==> src/rtl/dot_pkg.sv <==
// Shared dot-product parameters, FSM state encoding and write-beat payload.
// Used by both the memory writer and the memory reader.
package dot_pkg;

  localparam int unsigned DATA_WIDTH   = 8;
  localparam int unsigned VECTOR_WIDTH = 4;
  localparam int unsigned DEPTH        = VECTOR_WIDTH * DATA_WIDTH;
  localparam int unsigned ADDR_WIDTH   = 5;
  localparam int unsigned ELEM_WIDTH   = 3;
  localparam int unsigned WORDS_WIDTH  = ADDR_WIDTH + 1;

  typedef enum logic [1:0] {
    IDLE  = 2'd0,
    WRITE = 2'd1,
    DONE  = 2'd2
  } state_t;

  typedef struct packed {
    logic [ADDR_WIDTH-1:0] addr;
    logic [DATA_WIDTH-1:0] data_a;
    logic [DATA_WIDTH-1:0] data_b;
  } wr_beat_t;

  // A load is malformed when in_last and the final address disagree.
  function automatic logic len_mismatch(input logic last, input logic at_end);
    return last ^ at_end;
  endfunction

endpackage

==> src/rtl/mem_writer_if.sv <==
// Operand stream, dual memory write port and status bundle of the memory writer.
interface mem_writer_if;
  import dot_pkg::*;

  logic                   start_writing;
  logic                   in_valid;
  logic                   in_ready;
  logic [DATA_WIDTH-1:0]  in_data_a;
  logic [DATA_WIDTH-1:0]  in_data_b;
  logic                   in_last;
  logic                   wr_en_mem1;
  logic                   wr_en_mem2;
  logic [ADDR_WIDTH-1:0]  wr_addr_mem1;
  logic [ADDR_WIDTH-1:0]  wr_addr_mem2;
  logic [DATA_WIDTH-1:0]  wr_data_mem1;
  logic [DATA_WIDTH-1:0]  wr_data_mem2;
  logic [ELEM_WIDTH-1:0]  element_count;
  logic [WORDS_WIDTH-1:0] words_written;
  logic                   writing_done;
  logic                   len_err;

  modport master (
    output start_writing, in_valid, in_data_a, in_data_b, in_last,
    input  in_ready, wr_en_mem1, wr_en_mem2, wr_addr_mem1, wr_addr_mem2,
           wr_data_mem1, wr_data_mem2, element_count, words_written,
           writing_done, len_err
  );

  modport slave (
    input  start_writing, in_valid, in_data_a, in_data_b, in_last,
    output in_ready, wr_en_mem1, wr_en_mem2, wr_addr_mem1, wr_addr_mem2,
           wr_data_mem1, wr_data_mem2, element_count, words_written,
           writing_done, len_err
  );

endinterface

==> src/rtl/vec_addr_counter.sv <==
// Sequential memory address with a per-vector element index that wraps at VECTOR_WIDTH.
// The address saturates at DEPTH-1 so it never leaves the memory.
module vec_addr_counter
  import dot_pkg::*;
(
  input  logic                  clk,
  input  logic                  rst,
  input  logic                  i_clear,
  input  logic                  i_advance,
  output logic [ADDR_WIDTH-1:0] o_addr,
  output logic [ELEM_WIDTH-1:0] o_elem,
  output logic                  o_at_end_c
);

  logic [ADDR_WIDTH-1:0] r_addr;
  logic [ELEM_WIDTH-1:0] r_elem;
  logic                  w_at_end;
  logic                  w_elem_wrap;

  assign w_at_end    = (r_addr == ADDR_WIDTH'(DEPTH - 1));
  assign w_elem_wrap = (r_elem == ELEM_WIDTH'(VECTOR_WIDTH - 1));

  always_ff @(posedge clk) begin
    if (rst || i_clear) begin
      r_addr <= '0;
      r_elem <= '0;
    end else if (i_advance) begin
      if (!w_at_end) begin
        r_addr <= r_addr + ADDR_WIDTH'(1);
      end
      r_elem <= w_elem_wrap ? '0 : r_elem + ELEM_WIDTH'(1);
    end
  end

  assign o_addr     = r_addr;
  assign o_elem     = r_elem;
  assign o_at_end_c = w_at_end;

endmodule

==> src/rtl/mem_writer.sv <==
// Loads operand pairs into mem1/mem2 at sequential addresses and pulses writing_done
// once the final write has been committed.
module mem_writer
  import dot_pkg::*;
(
  input  logic          clk,
  input  logic          rst,
  mem_writer_if.slave   bus
);

  state_t                 r_state;
  state_t                 w_state_next;
  logic                   w_in_ready;
  logic                   w_hs;
  logic                   w_clear;
  logic                   w_last_write;
  logic [ADDR_WIDTH-1:0]  w_addr;
  logic [ELEM_WIDTH-1:0]  w_elem;
  logic                   w_at_end;

  wr_beat_t               r_beat;
  logic                   r_wr_en;
  logic [ELEM_WIDTH-1:0]  r_element_count;
  logic [WORDS_WIDTH-1:0] r_words_written;
  logic                   r_writing_done;
  logic                   r_len_err;

  vec_addr_counter u_addr (
    .clk        (clk),
    .rst        (rst),
    .i_clear    (w_clear),
    .i_advance  (w_hs),
    .o_addr     (w_addr),
    .o_elem     (w_elem),
    .o_at_end_c (w_at_end)
  );

  always_ff @(posedge clk) begin
    if (rst) begin
      r_state <= IDLE;
    end else begin
      r_state <= w_state_next;
    end
  end

  // A start is refused while writing_done is still showing, so one load cannot chain into the next.
  always_comb begin
    w_state_next = r_state;
    w_in_ready   = 1'b0;
    w_hs         = 1'b0;
    w_clear      = 1'b0;
    w_last_write = 1'b0;
    case (r_state)
      IDLE: begin
        if (bus.start_writing && !r_writing_done) begin
          w_clear      = 1'b1;
          w_state_next = WRITE;
        end
      end
      WRITE: begin
        w_in_ready = 1'b1;
        w_hs       = bus.in_valid;
        if (w_hs && (bus.in_last || w_at_end)) begin
          w_last_write = 1'b1;
          w_state_next = DONE;
        end
      end
      DONE:    w_state_next = IDLE;
      default: w_state_next = IDLE;
    endcase
  end

  // Write port and status registers; address/data hold between handshakes.
  always_ff @(posedge clk) begin
    if (rst) begin
      r_beat          <= '0;
      r_wr_en         <= 1'b0;
      r_element_count <= '0;
      r_words_written <= '0;
      r_writing_done  <= 1'b0;
      r_len_err       <= 1'b0;
    end else begin
      r_wr_en        <= w_hs;
      r_writing_done <= (r_state == DONE);
      if (w_clear) begin
        r_element_count <= '0;
        r_words_written <= '0;
        r_len_err       <= 1'b0;
      end
      if (w_hs) begin
        r_beat.addr     <= w_addr;
        r_beat.data_a   <= bus.in_data_a;
        r_beat.data_b   <= bus.in_data_b;
        r_element_count <= w_elem;
        r_words_written <= r_words_written + WORDS_WIDTH'(1);
      end
      if (w_last_write) begin
        r_len_err <= len_mismatch(bus.in_last, w_at_end);
      end
    end
  end

  assign bus.in_ready      = w_in_ready;
  assign bus.wr_en_mem1    = r_wr_en;
  assign bus.wr_en_mem2    = r_wr_en;
  assign bus.wr_addr_mem1  = r_beat.addr;
  assign bus.wr_addr_mem2  = r_beat.addr;
  assign bus.wr_data_mem1  = r_beat.data_a;
  assign bus.wr_data_mem2  = r_beat.data_b;
  assign bus.element_count = r_element_count;
  assign bus.words_written = r_words_written;
  assign bus.writing_done  = r_writing_done;
  assign bus.len_err       = r_len_err;

endmodule

==> src/flat_wrapper.sv <==
// flat-port wrapper written by rule: the top's interface ports become plain ports
module mem_writer_flat import dot_pkg::*;
  (clk, rst, bus_start_writing, bus_in_valid, bus_in_data_a, bus_in_data_b, bus_in_last, bus_in_ready, bus_wr_en_mem1, bus_wr_en_mem2, bus_wr_addr_mem1, bus_wr_addr_mem2, bus_wr_data_mem1, bus_wr_data_mem2, bus_element_count, bus_words_written, bus_writing_done, bus_len_err);
  mem_writer_if bus_i ();
  input  logic clk;
  input  logic rst;
  input wire logic [$bits(bus_i.start_writing)-1:0] bus_start_writing;
  input wire logic [$bits(bus_i.in_valid)-1:0] bus_in_valid;
  input wire logic [$bits(bus_i.in_data_a)-1:0] bus_in_data_a;
  input wire logic [$bits(bus_i.in_data_b)-1:0] bus_in_data_b;
  input wire logic [$bits(bus_i.in_last)-1:0] bus_in_last;
  output wire logic [$bits(bus_i.in_ready)-1:0] bus_in_ready;
  output wire logic [$bits(bus_i.wr_en_mem1)-1:0] bus_wr_en_mem1;
  output wire logic [$bits(bus_i.wr_en_mem2)-1:0] bus_wr_en_mem2;
  output wire logic [$bits(bus_i.wr_addr_mem1)-1:0] bus_wr_addr_mem1;
  output wire logic [$bits(bus_i.wr_addr_mem2)-1:0] bus_wr_addr_mem2;
  output wire logic [$bits(bus_i.wr_data_mem1)-1:0] bus_wr_data_mem1;
  output wire logic [$bits(bus_i.wr_data_mem2)-1:0] bus_wr_data_mem2;
  output wire logic [$bits(bus_i.element_count)-1:0] bus_element_count;
  output wire logic [$bits(bus_i.words_written)-1:0] bus_words_written;
  output wire logic [$bits(bus_i.writing_done)-1:0] bus_writing_done;
  output wire logic [$bits(bus_i.len_err)-1:0] bus_len_err;
  assign bus_i.start_writing = bus_start_writing;
  assign bus_i.in_valid = bus_in_valid;
  assign bus_i.in_data_a = bus_in_data_a;
  assign bus_i.in_data_b = bus_in_data_b;
  assign bus_i.in_last = bus_in_last;
  assign bus_in_ready = bus_i.in_ready;
  assign bus_wr_en_mem1 = bus_i.wr_en_mem1;
  assign bus_wr_en_mem2 = bus_i.wr_en_mem2;
  assign bus_wr_addr_mem1 = bus_i.wr_addr_mem1;
  assign bus_wr_addr_mem2 = bus_i.wr_addr_mem2;
  assign bus_wr_data_mem1 = bus_i.wr_data_mem1;
  assign bus_wr_data_mem2 = bus_i.wr_data_mem2;
  assign bus_element_count = bus_i.element_count;
  assign bus_words_written = bus_i.words_written;
  assign bus_writing_done = bus_i.writing_done;
  assign bus_len_err = bus_i.len_err;
  mem_writer u_core (.clk(clk), .rst(rst), .bus(bus_i));
endmodule
==> config.mk <==
export PLATFORM = sky130hd
export DESIGN_NAME = mem_writer_flat
export DESIGN_NICKNAME = d
export VERILOG_FILES = /design/src/rtl/dot_pkg.sv /design/src/rtl/mem_writer_if.sv /design/src/rtl/vec_addr_counter.sv /design/src/rtl/mem_writer.sv /design/src/flat_wrapper.sv
export SDC_FILE = /design/constraint.sdc
export NUM_CORES = 1
export LEC_CHECK = 0
export CORE_AREA = 2 2 69 71
export CTS_BUF_LIST = sky130_fd_sc_hd__clkbuf_8
export DETAILED_ROUTE_END_ITERATION = 6
export DIE_AREA = 0 0 71 73
export PLACE_DENSITY_LB_ADDON = 0.08
export SLEW_MARGIN = 20
export SYNTH_ARGS = -nofsm -noshare
export SYNTH_HDL_FRONTEND = slang
export SYNTH_HIERARCHICAL = 1
export SYNTH_SLANG_ARGS = --single-unit
==> constraint.sdc <==
create_clock -name clk -period 4.8 [get_ports clk]
set_clock_uncertainty 0.05 [all_clocks]
set_input_delay 0.96 -clock clk [delete_from_list [all_inputs] [get_ports clk]]
set_output_delay 0.96 -clock clk [all_outputs]
set_load 0.05 [all_outputs]
==> impl_metrics.py <==
metrics = {
    "hold_path": {
        "hold_depth": 2,
        "hold_start": "u_core/bus.wr_data_mem2[0]$_SDFFE_PP0P_",
        "worstHoldPathType": "flip-flop to flip-flop",
        "holdPathEnd": "u_core/bus.wr_data_mem2[0]$_SDFFE_PP0P_",
    },
    "final_layout": {
        "area_growth_pct": 38.5,
        "fillers": 437,
        "fin_cells": 305,
        "fin_nets": 277,
        "num_antenna_cells": 0,
        "layout-drive-gt1-share": 0.0558,
    },
    "die": {
        "initial_utilization": 0.382,
        "pin_count": 61,
        "std_cell_rows": 25,
        "fp.dieH_microns": 73,
        "die_w_microns": 71,
        "coreArea_sq_um": 4540,
        "die_area_sq_um": 5180,
    },
    "timing": {
        "period_needed_ns": 2.85,
        "final_max_slew_viol_count": 0,
        "finalSetupViolations": 0,
        "rsz0062_at_grt": "false",
        "slew_headroom": 0.593,
        "worstMarginPinSlew_ns": 0.609,
        "hold_viol": 0,
        "fin_crit_sh": 0.594,
        "tns_ns": 0,
        "fmax_mhz": 351,
    },
    "clock_tree": {
        "cts_hold_buf": 0,
        "clock_latency_ns": 0.29,
        "postCtsSetupRepairBufs": 0,
        "cts_buffers": 5,
        "h-tree-depth": 2,
        "cts_tree": "done",
        "clkSinkCount": 43,
        "path_clk_slew_ns": 0.08,
        "post_cts_resized": 0,
        "cts_max_path_buffers": 2,
        "cts-root-buf": "clkbuf_8",
    },
    "drt": {
        "wl_per_cell_microns": 12.4,
        "dr.pass1.iters": 4,
        "post-route-drc-count": 0,
        "wl_mm": 3.78,
        "num_vias": 1471,
        "routed_via_density": 4.82,
        "drt_iter0_markers": 52,
        "postRouteAntennaNets": 0,
    },
    "synthesis": {
        "synthArstFlopShare": 0,
        "synth_fp_nets": 227,
        "synth_area_leaders": "dfxtp_1, nand2_1, a21oi_1, ha_1, buf_4",
        "ys_warn_count": 6,
        "synth_flop_cell": "dfxtp_1",
        "ys_types": 34,
        "synth_top_area_frac": 0.497,
        "synth_top_cells_by_count": "nand2_1, dfxtp_1, a21oi_1",
        "syn_area_per_cell_sq_um": 8.61,
        "synth_most_common_cell": "nand2_1",
        "netlist_area_sq_um": 1730,
        "synth_edf_count": 0,
        "syn_inst": 201,
        "synth_seq_cells": 43,
        "yosysSeqAreaShare": 0.497,
        "synth_largest_area_cell": "dfxtp_1",
    },
    "power": {
        "finalPower_uw": 696,
        "combinationalPowerShare": 0.142,
        "switchingPower_uw": 180,
        "seqPwrFrac": 0.533,
        "p_int_uw": 516,
        "swShare": 0.259,
        "power.share.clock": 0.326,
        "p_leak_uw": 0.000863,
        "cellPowerDensity_nw_per_um2": 290,
        "irDropWorstVdd_uv": 143,
    },
    "critical_path": {
        "crit_chain": "clkdlybuf4s50_1 > nand3b_4 > inv_2 > and2b_4 > mux2i_1 > nor2_1",
        "crit_required_ns": 4.93,
        "r2r_end": "u_core/u_addr/o_addr[1]$_SDFFE_PP0P_",
        "worstPathArrival_ns": 2.99,
        "cp_max_fo": 38,
        "cp-start-kind": "input pin",
        "r2r_setup_slack_ns": 2.74,
        "rr_worst_depth": 5,
        "r2r_start": "u_core/r_state[0]$_SDFFE_PP0P_",
        "worst_setup_path_end_kind": "flip-flop",
        "critPathLaunch": "bus_in_valid",
        "crit_slowest_cell": "inv_2",
        "path_class": "input pin to flip-flop",
        "path_buf_inv": 2,
        "crit_family": "buffers and inverters",
        "slowest_delay_ns": 0.61,
    },
    "global_route": {
        "grt_overflow": 0,
        "grt_pass1_wl_mm": 6.43,
        "antenna_found_initial": 0,
        "grt_pass1_vias": 1374,
        "grt_max_degree": 39,
        "grt.total_usage": 0.158,
    },
    "outcome": {
        "outcome": "complete, no violations",
    },
    "placement": {
        "dp_hpwl_mm": 2.49,
        "portBuffers": 60,
        "dpl.cell_count": 298,
        "place_congestion": 0.754,
    },
    "run": {
        "maxCapViolCount": 0,
    },
}
[per-stage QoR]
step	hold WS, ns	area (sq um)	worst slack [ns]	util
2_1_floorplan	0.385	1730	2.65	-
3_3_place_gp	0.392	2310	1.63	0.509
3_5_place_dp	0.396	2310	1.58	0.509
4_1_cts	0.407	2400	1.89	0.528
5_1_grt	0.424	2400	1.77	0.528
6_report	0.407	2400	1.95	0.528
[sequential cells by signal, indices dropped and copies added (netlist names)]
signal,cells
u_core/bus.element_count,3
u_core/bus.len_err,1
u_core/bus.words_written,6
u_core/bus.wr_addr_mem1,5
u_core/bus.wr_data_mem1,8
u_core/bus.wr_data_mem2,8
u_core/bus.wr_en_mem1,1
u_core/bus.writing_done,1
u_core/r_state,2
u_core/u_addr/o_addr,5
u_core/u_addr/o_elem,3
[cell type report]
cell class / instances / area, sq um / share of cell area
Sequential cell: 43 / 861 / 0.359
Timing Repair Buffer: 61 / 608 / 0.254
Clock buffer: 6 / 82.6 / 0.0345
Tap cell: 54 / 67.6 / 0.0282
Multi-Input combinational cell: 135 / 753 / 0.314
Inverter: 5 / 18.8 / 0.00783
Clock inverter: 1 / 5.00 / 0.00209
[layout by cell type, fill, tap and decap left out, drive strengths merged, types with 5 or more instances in the layout]
cell type       n
nand3           7
nor2            7
ha              5
nand2          51
clkdlybuf4s50  60
a21oi          32
dfxtp          43
inv             5
clkbuf          6
[kinds of logic after synthesis]
group           after synthesis  synth area share
fa+ha+maj                     5            0.0362
simple gates                 85             0.239
compound gates               40             0.133
flops                        43             0.497
buf+inv                      23            0.0672
mux                           3            0.0174
xor+xnor                      2            0.0101
[worst min-delay path, delay by kind of cell (launching register included)]
| kind | cells | cell delay (ns) |
|---|---|---|
| flip-flops | 1 | 0.31 |
| AND/OR/NAND/NOR | 1 | 0.05 |
| AO/OA/AOI/OAI | 1 | 0.05 |
[worst max path at each step]
stage	endpoint	slack, ns	cells past startpoint
finish	u_core/u_addr/o_addr[1]$_SDFFE_PP0P_	1.95	6
global route	u_core/u_addr/o_addr[1]$_SDFFE_PP0P_	1.77	6
CTS	u_core/u_addr/o_addr[1]$_SDFFE_PP0P_	1.89	6
detailed placement	u_core/u_addr/o_addr[1]$_SDFFE_PP0P_	1.58	6
global placement	u_core/u_addr/o_addr[4]$_SDFFE_PP0P_	1.63	6
floorplan	bus_in_ready	2.65	1
[layer usage]
layer	share of wire	vias up	global-route usage
met4	0.0066	0	0.0566
met2	0.45	35	0.239
met3	0.056	2	0.0622
met1	0.48	665	0.205
met5	0	-	0
li1	-	769	-
[power groups by stage]
stage	sequential, uW	combinational [uW]	clock, uW
finish	371	98.5	227
floorplan	402	38.6	0
global route	372	106	255
CTS	371	99.9	239
global placement	379	99.4	0
detailed placement	379	99.4	0
Power figures use the tool's default switching activity.
